[src/rtl/alu_arbiter.sv]
// rtl/alu_arbiter.sv - two-requester arbiter in front of one shared combinational ALU
// Accepts one operation at a time, drives the ALU from registers, and returns the captured result to the owner.
module alu_arbiter #(
    parameter int FIXED_PRIO = 0
) (
    input  logic        clk,
    input  logic        rst,
    input  logic        req0_valid,
    output logic        req0_ready,
    input  logic [15:0] req0_in1,
    input  logic [15:0] req0_in2,
    input  logic [2:0]  req0_mode,
    input  logic        req1_valid,
    output logic        req1_ready,
    input  logic [15:0] req1_in1,
    input  logic [15:0] req1_in2,
    input  logic [2:0]  req1_mode,
    output logic [15:0] alu_in1,
    output logic [15:0] alu_in2,
    output logic [2:0]  alu_mode,
    input  logic [15:0] alu_out,
    input  logic [15:0] alu_flags,
    output logic        rsp0_valid,
    input  logic        rsp0_ready,
    output logic [15:0] rsp0_data,
    output logic [15:0] rsp0_flags,
    output logic        rsp1_valid,
    input  logic        rsp1_ready,
    output logic [15:0] rsp1_data,
    output logic [15:0] rsp1_flags,
    output logic        busy
);

    typedef enum logic [1:0] {
        IDLE = 2'd0,
        EXEC = 2'd1,
        RESP = 2'd2
    } state_t;

    state_t state;
    logic   rr;
    logic   owner;
    logic   grant0;
    logic   grant1;
    logic   owner_rsp_ready;

    // Requester 1 wins a tie only in round-robin mode when the pointer names it.
    always_comb begin
        grant1 = req1_valid && (!req0_valid || ((FIXED_PRIO == 0) && rr));
        grant0 = req0_valid && !grant1;
    end

    assign req0_ready      = !rst && (state == IDLE) && grant0;
    assign req1_ready      = !rst && (state == IDLE) && grant1;
    assign busy            = (state != IDLE);
    assign owner_rsp_ready = owner ? rsp1_ready : rsp0_ready;

    always_ff @(posedge clk) begin
        if (rst) begin
            state      <= IDLE;
            rr         <= 1'b0;
            owner      <= 1'b0;
            alu_in1    <= 16'h0000;
            alu_in2    <= 16'h0000;
            alu_mode   <= 3'd0;
            rsp0_valid <= 1'b0;
            rsp0_data  <= 16'h0000;
            rsp0_flags <= 16'h0000;
            rsp1_valid <= 1'b0;
            rsp1_data  <= 16'h0000;
            rsp1_flags <= 16'h0000;
        end else begin
            case (state)
                IDLE: begin
                    if (grant0) begin
                        alu_in1  <= req0_in1;
                        alu_in2  <= req0_in2;
                        alu_mode <= req0_mode;
                        owner    <= 1'b0;
                        state    <= EXEC;
                    end else if (grant1) begin
                        alu_in1  <= req1_in1;
                        alu_in2  <= req1_in2;
                        alu_mode <= req1_mode;
                        owner    <= 1'b1;
                        state    <= EXEC;
                    end
                end
                EXEC: begin
                    if (owner) begin
                        rsp1_data  <= alu_out;
                        rsp1_flags <= alu_flags;
                        rsp1_valid <= 1'b1;
                    end else begin
                        rsp0_data  <= alu_out;
                        rsp0_flags <= alu_flags;
                        rsp0_valid <= 1'b1;
                    end
                    state <= RESP;
                end
                RESP: begin
                    if (owner_rsp_ready) begin
                        rsp0_valid <= 1'b0;
                        rsp1_valid <= 1'b0;
                        rr         <= ~owner;
                        state      <= IDLE;
                    end
                end
                default: state <= IDLE;
            endcase
        end
    end

endmodule

[config.mk]
export PLATFORM = sky130hd
export DESIGN_NAME = alu_arbiter
export DESIGN_NICKNAME = d
export VERILOG_FILES = /design/src/rtl/alu_arbiter.sv
export SDC_FILE = /design/constraint.sdc
export NUM_CORES = 1
export LEC_CHECK = 0
export BUFFER_PORTS_ARGS = -buffer_cell sky130_fd_sc_hd__clkbuf_2
export CAP_MARGIN = 40
export CORE_ASPECT_RATIO = 0.8
export CORE_MARGIN = 2
export CORE_UTILIZATION = 47
export CTS_BUF_LIST = sky130_fd_sc_hd__clkbuf_8
export CTS_CLUSTER_SIZE = 30
export DETAILED_ROUTE_END_ITERATION = 8
export PLACE_DENSITY = 0.79
export SLEW_MARGIN = 10
export SYNTH_ARGS = -nofsm -noshare
export SYNTH_HDL_FRONTEND = slang
export SYNTH_SLANG_ARGS = --single-unit
export TNS_END_PERCENT = 5
[constraint.sdc]
create_clock -name clk -period 1.8 [get_ports clk]
set_clock_uncertainty 0.15 [all_clocks]
set_input_delay 0.27 -clock clk [delete_from_list [all_inputs] [get_ports clk]]
set_output_delay 0.27 -clock clk [all_outputs]
set_load 0.1 [all_outputs]
**Word level (Yosys, flattened, before mapping)**

Cells that the tools add are included.

- Register bits: 105
- Output and inout port bits: 104
- Logic and storage cells: 57

- Equal/unequal tests: 6
- Mux-type cells: 18
- Bitwise gates (word level): 1
- Reductions and logical operators: 20

Operator list:

| operator | number |
|---|---|
| 16-bit 2-to-1 mux | 4 |
| 2-bit AND reduction | 5 |
| 1-bit 2-to-1 mux | 6 |
| 2-bit 2-to-1 mux | 3 |
| 3-bit 2-to-1 mux | 2 |
| 2-bit inequality test (second input constant) | 3 |
| 2-bit one-hot mux with 3 select lines | 1 |
| 3-bit AND reduction | 2 |
| 2-bit nonzero test | 3 |
| 1-bit logical AND | 5 |
| 1-bit one-hot mux with 2 select lines | 2 |
| 1-bit zero test | 3 |
| 3-bit inequality test (second input constant) | 1 |
| 2-bit by 1-bit equality test with 1-bit output (second input constant) | 1 |
| 2-bit equality test (second input constant) | 1 |
| 2-bit zero test | 1 |
| 1-bit logical OR | 1 |
| 1-bit inverter | 1 |

**Logic depth before layout (Yosys ltp)**

Gate-level depths: netlist of run 1.

- Word-level depth: 7
- Gate-level depth with buffers: 6
- Gate-level depth less buffers: 3

**Least setup slack after synthesis of run 1**

No wires, ideal clock.

- Path kind: reg2out
- Start: reg rr
- End: out req0_ready
- Data arrival time: 2148 ps
- Data required time: 1380 ps
- Path slack: -768 ps
- Stages on the path, launching flop included: 5
- Path buffers: 2
- Cell sequence: dfxtp_1 -> a21bo_2 -> buf_2 -> clkbuf_1 -> nor2_1

- Word-level cells in the longest chain between the ends: 5

RTL lines:

| what | line | source |
|---|---|---|
| start: declaration | 41 | `logic rr;` |
| start signal: assignment | 105 | `rr <= ~owner;` |
| 1-bit logical OR | 49 | `grant1 = req1_valid && (!req0_valid \|\| ((FIXED_PRIO == 0) && rr));` |
| 1-bit logical AND | 49 |  |
| 1-bit zero test | 50 | `grant0 = req0_valid && !grant1;` |
| 1-bit logical AND | 50 |  |
| 1-bit logical AND | 53 | `assign req0_ready = !rst && (state == IDLE) && grant0;` |
| end: declaration | 9 | `output logic req0_ready,` |

Every way passes these cells.

**Final worst setup path of run 1**

- Start: reg state[1]
- End: out req0_ready

- Word-level cells in the longest chain between the ends: 3

RTL lines:

| what | line | source |
|---|---|---|
| start: declaration | 40 | `state_t state;` |
| start signal: assignment | 60 | `state <= IDLE;` |
| start signal: assignment | 80 | `state <= EXEC;` |
| start signal: assignment | 86 | `state <= EXEC;` |
| 2-bit zero test | 53 |  |
| 1-bit logical AND (2 in a row) | 53 |  |

Every way passes these cells.

==> impl_metrics.tcl, run 1 <==
set metrics [dict create \
    syn_to_final_growth_pct 48.1 \
    drv_cap 0 \
    detail_route.wirelength_mm 12.4 \
    worst-endpoint-required_ns 1.38 \
    postSynth.topFlopCell "dfxtp_1" \
    ios 212 \
    critPathMaxStageDelay_ns 0.39 \
    routedWlPerCell_um 14.0 \
    clock_insertion_delay_at_the_later_pin_of_the_skew_report_ns 0.35 \
    slew_viol_final 0 \
    final_critical_path_setup_slack_ns -0.0341 \
    timing_worst_slew_pin_value_ns 0.582 \
    mappedNetlistNets 624 \
    die_w_um 109 \
    max-vdd-ir-drop_mv 0.673 \
    ff_to_ff_path_depth 5 \
    failing_checks "setup timing" \
    crit_chain "or3_4 > nor2_4 > buf_12" \
    multiInputGateArea_sq_um 1830 \
    numPortBuffers 211 \
    holdWs_ns 0.0173 \
    max_freq_mhz 545 \
    finalHoldViolCount 0 \
    nFillCells 614 \
    sequential_to_total_area_share_from_yosys_stat_pct 50.6 \
    syn_area_sq_um 4160 \
    drcViolationCount 0 \
    num_rows 30 \
    synth_area_per_cell_sq_um 8.06 \
    timing.critical_path.depth 3 \
    track_usage_pct 25.2 \
    outcome "complete, but fails checks" \
    core_area_sq_um 8520 \
    yosys_warnings 0 \
    cp.arrival_ns 1.41 \
    cellPowerDensity_nw_per_um2 1070 \
    global_route_wire_length_before_repair_mm 19.1 \
    worst_hold_path_type "in -> reg" \
    ys_seq_elements 105 \
    start_kind "register" \
    diode_insertion_count_for_antenna_repair 0 \
    finalCritPeriodShare_pct 102 \
    crit_type "reg -> out" \
    grt_max_degree 106 \
    cts_sinks 105 \
    gp_congestion 0.760 \
    fin_nets 876 \
    place_hpwl_mm 8.00 \
    postLayoutCellArea_sq_um 6150 \
    design.die.area_sq_um 9620 \
    layout-drive-gt1-share_pct 32.7 \
    grt_setup_unrepaired "true" \
    synth-edff-count 0 \
    async_reset_ff_share_pct 0 \
    total_via_count_in_the_routed_design 4497 \
    whs_path_depth 3 \
    synth_cell_types 31 \
    grt-ovfl-total 0 \
    synth_cells 516 \
    tritoncts "done" \
    crit_path_top_delay_cell "dfxtp_4" \
    cts-htree-levels 3 \
    cts_max_path_buffers 2 \
    path_max_fanout 10 \
    clock_slew_at_the_register_clock_pins_of_the_worst_setup_and_hold_paths_ns 0.09 \
    finalCriticalPeriod_ns 1.83 \
    viasPerCell 5.08 \
    p_leak_uw 0.00276 \
    layout.area.seq_sq_um 2110 \
    number_of_clock_buffers_inserted_by_tritoncts 9 \
    cp-end-kind "output pin" \
    antenna_violating_nets_post_route 0 \
    firstDrtPassIters 4 \
    grt_antenna_before_repair 0 \
    worst_path_top_cell_family_by_delay "simple AND/OR/NAND/NOR gates" \
    first_global_vias 4165 \
    root_buffer "clkbuf_8" \
    chipHeight_um 88.1 \
    timing.slew.headroom_pct 61.4 \
    floorplan.initialDensity_pct 48.8 \
    final-setup-viol-count 2 \
    critical_path_buf_inv_count 1 \
    drtIter0Drc 296 \
    pre_cts_ws_ns 0.103 \
    postPlaceCellArea_sq_um 5350 \
]
-- registers in the layout, indices dropped and copies added (netlist names), 2 cells and up --
| signal | flops |
|---|---|
| alu_in1 | 16 |
| alu_in2 | 16 |
| alu_mode | 3 |
| rsp0_data | 16 |
| rsp0_flags | 16 |
| rsp1_data | 16 |
| rsp1_flags | 16 |
| state | 2 |
-- per-layer routing --
metal | part of all wire (%) | routed length, um | track usage [%] | vias up
met1 | 41 | 5150 | 29.9 | 2074
met2 | 49 | 6100 | 43.6 | 182
met4 | 1.9 | 237 | 9.32 | 0
met5 | 0 | 0 | 0 | -
met3 | 7.4 | 923 | 7.07 | 23
li1 | - | - | - | 2218
-- cells by family after synthesis --
logic type | count (synthesis) | share of synthesized area [%]
buffers and inverters | 48 | 5.93
AND/OR/NAND/NOR | 246 | 25.3
multiplexers | 1 | 0.241
flip-flops | 105 | 50.6
AO/OA/AOI/OAI | 116 | 17.9
-- worst paths after layout --
path	startpoint	to	slack, ns
worst max-delay path	state[1]	req0_ready	-0.03
worst max register to register	state[0]	rsp0_flags[6]	0.18
worst min register to register	rsp0_data[9]	rsp0_data[9]	0.31
worst min-delay path	req0_in1[10]	alu_in1[10]	0.02
-- worst register-to-register path, cell delays in order (launching register included) --
cell     delay [ns]
dfxtp_4        0.36
buf_4          0.15
or3b_2         0.49
buf_12         0.19
nand2_1        0.08
a21oi_1        0.07
-- report_power, final --
group | internal, uW | switching [uW] | total (uW)
logic | 548 | 1950 | 2500
clock network | 641 | 788 | 1430
registers | 2530 | 128 | 2650
total | 3720 | 2870 | 6590
-- synthesized netlist by cell type (2+ instances only) --
cell type | n | area [sq um]
a311oi_1 | 3 | 26.3
dfxtp_1 | 105 | 2100
nand2_1 | 200 | 751
a31oi_1 | 2 | 12.5
buf_6 | 6 | 67.6
o21ai_0 | 3 | 15.0
a32oi_1 | 31 | 272
a21oi_1 | 70 | 350
buf_2 | 14 | 70.1
o31ai_1 | 2 | 15.0
inv_1 | 5 | 18.8
nor2_1 | 4 | 15.0
clkbuf_1 | 21 | 78.8
nor2b_1 | 2 | 12.5
nand2b_1 | 32 | 200
-- area by class of cell --
type | instances | share of cell area [%]
flip-flops and latches | 105 | 34.3
multi-input cells | 363 | 29.8
clock buffers | 9 | 2.01
well taps | 112 | 2.28
inverters | 5 | 0.305
repair buffers | 284 | 30.2
clock inverters | 7 | 1.14
-- layout by cell type (no fill, tap or decap), drive strengths merged --
| cell type | count |
|---|---|
| or3 | 1 |
| a32oi | 32 |
| a311oi | 3 |
| a21bo | 1 |
| dfxtp | 105 |
| clkbuf | 216 |
| o211ai | 1 |
| nand2b | 33 |
| a31oi | 2 |
| bufinv | 1 |
| nor2 | 4 |
| inv | 7 |
| mux2i | 1 |
| or2 | 1 |
| dlygate4sd3 | 59 |
| or3b | 1 |
| nand3b | 1 |
| a21boi | 1 |
| buf | 18 |
| nand2 | 200 |
| a211o | 1 |
| nor3b | 1 |
| o21ai | 3 |
| clkinv | 1 |
| o31ai | 2 |
| nor2b | 2 |
| clkinvlp | 3 |
| and3b | 1 |
| a21oi | 70 |
| and2 | 1 |
-- per-stage QoR --
step           setup TNS, ns  util (%)  std cells  total power [uW]
2_1_floorplan        -0.0245         -        516              4600
3_3_place_gp               0      62.8        809              5050
3_5_place_dp               0      62.8        809              5080
4_1_cts               -0.103      72.2        885              6620
5_1_grt               -0.186      72.2        885              6850
6_report             -0.0602      72.2        885              6590
-- what timing repair did --
item / 4_1_cts / 5_1_grt
pin swaps: 2 / 0
endpoints found under the setup margin: 3 / 26
resized for setup: 4 / 2
buffers inserted: 1 / 0
endpoints found under the hold margin: 75 / 0
hold buffers: 59 / 0
(Power assumes the default switching activity.)
==> inputs of run 2 (changes only) <==
Settings changed: PLACE_DENSITY 0.79 to 0.82.
==> run 2 against run 1 <==
  * The flow still finishes with violations (setup timing)
  * Register-to-register slack worse by 0.06 ns
  * Total power up 1.7%
  * First-iteration DRC count grew 15%
  * Combinational power is 2% higher
  * Via count increased by 4.0%
  * Non-clock buffer count is 4 higher
  * Critical path depth did not move
  * Largest power group unchanged
==> impl_metrics.tcl, run 2 (synthesis results as in run 1) <==
set metrics [dict create \
    die_w_um 109 \
    clock_slew_at_the_register_clock_pins_of_the_worst_setup_and_hold_paths_ns 0.10 \
    final_critical_path_setup_slack_ns -0.0183 \
    setup_total_negative_slack_ns -0.0291 \
    mostFrequentLayoutCells "207 x clkbuf_2, 200 x nand2_1, 102 x dfxtp_1" \
    holdWs_ns 0.00799 \
    cp-startpoint "state[0]" \
    floorplan.initialDensity_pct 48.8 \
    cellPowerDensity_nw_per_um2 1080 \
    grt_antenna_before_repair 0 \
    design.die.area_sq_um 9620 \
    final-setup-viol-count 2 \
    detail_route.wirelength_mm 13.7 \
    pre_cts_ws_ns 0.134 \
    gp_congestion 0.803 \
    finalCriticalPeriod_ns 1.82 \
    grt-ovfl-total 0 \
    layout.cells.most_common "clkbuf_2" \
    timing.slew.headroom_pct 62.1 \
    worst-endpoint-required_ns 1.38 \
    start_kind "register" \
    cp.arrival_ns 1.40 \
    cts_max_path_buffers 2 \
    timing_worst_slew_pin_value_ns 0.571 \
    root_buffer "clkbuf_8" \
    totalPowerFinal_uw 6700 \
    crit_type "reg -> out" \
    finalCritPeriodShare_pct 101 \
    ios 212 \
    cp-end-kind "output pin" \
    slew_viol_final 0 \
    cts_sinks 105 \
    clock_insertion_delay_at_the_later_pin_of_the_skew_report_ns 0.36 \
    diode_insertion_count_for_antenna_repair 0 \
    num_rows 30 \
    place_hpwl_mm 8.26 \
    first_global_vias 4396 \
    cts-htree-levels 3 \
    worstReg2RegStart "state[1]" \
    hold_path.startpoint "req1_in1[2]" \
    postLayoutCellArea_sq_um 6210 \
    chipHeight_um 88.1 \
    core_area_sq_um 8520 \
    syn_to_final_growth_pct 49.5 \
    postPlaceCellArea_sq_um 5360 \
    number_of_clock_buffers_inserted_by_tritoncts 9 \
    layout-drive-gt1-share_pct 32.7 \
    outcome "complete, but fails checks" \
    drv_cap 0 \
    total_via_count_in_the_routed_design 4677 \
    global_route_wire_length_before_repair_mm 20.7 \
    grt_max_degree 106 \
    failing_checks "setup timing" \
    met1_capacity_usage_during_global_routing_pct 30.9 \
    track_usage_pct 27.5 \
    routedWlPerCell_um 15.4 \
    worst_hold_path_type "in -> reg" \
    max-vdd-ir-drop_mv 0.770 \
    drtIter0Drc 339 \
    tritoncts "done" \
    grt_util_met3_pct 7.59 \
    numPortBuffers 211 \
    p_leak_uw 0.00279 \
    grt_setup_unrepaired "true" \
    drcViolationCount 0 \
    finalHoldViolCount 0 \
    grt_use_met2_pct 50.1 \
    max_freq_mhz 550 \
    firstDrtPassIters 7 \
    antenna_violating_nets_post_route 0 \
    viasPerCell 5.26 \
    fin_nets 880 \
    path_max_fanout 3 \
    global_route_hottest_layer "met2" \
]
## run 2: cell types whose count changed in the layout (fill, tap and decap cells not counted)
cell,previous run,this run
clkinv_4,0,2
and2_2,1,0
dlygate4sd3_1,59,62
and2_1,0,1
buf_4,9,8
clkinv_2,1,0
dfxtp_1,103,102
buf_6,0,1
dfxtp_4,2,1
buf_12,8,9
inv_8,0,1
clkinvlp_4,3,1
dfxtp_2,0,2
## run 2: final timing paths
path,to,slack (ns),cells past startpoint
setup / recovery,req1_ready,-0.02,3
hold / removal,alu_in1[2],0.008,3
setup reg to reg,rsp0_flags[3],0.12,5
hold reg to reg,rsp1_flags[9],0.31,2
## run 2: metrics by stage
stage          std cells  util [%]
6_report             889      72.9
5_1_grt              889      72.9
4_1_cts              887      72.6
3_5_place_dp         809      63.0
3_3_place_gp         809      63.0
2_1_floorplan        516         -
## run 2: repair_timing
item | 4_1_cts | 5_1_grt
endpoints found under the setup margin | 3 | 3
pin swaps | 2 | 0
endpoints found under the hold margin | 71 | 2
gates resized for setup | 4 | 2
setup buffers | 2 | 0
hold buffers | 60 | 2
## run 2: metal layers
layer | wire length (um) | vias up
met5 | 0 | -
met3 | 1290 | 33
met1 | 5180 | 2143
met4 | 297 | 0
met2 | 6930 | 276
li1 | - | 2225
## run 2: layout make-up
class                      count  area [sq um]
timing repair buffer         288          1910
sequential                   105          2110
multi-input combinational    363          1830
inverter                       5          18.8
fill                         598          2310
tap                          112           140
clock buffer                   9           124
clock inverter                 7          78.8
## run 2: critical path, cell delays in order (launching register included)
cell	delay, ns
dfxtp_2	0.33
or3_4	0.40
nor2_4	0.12
buf_12	0.18
## run 2: power breakdown
part	internal (uW)	total [uW]	switching, uW	leakage, uW
clock network	659	1490	833	0.000103
logic	561	2550	1990	0.00182
registers	2530	2660	132	0.000861
total	3750	6700	2950	0.00279
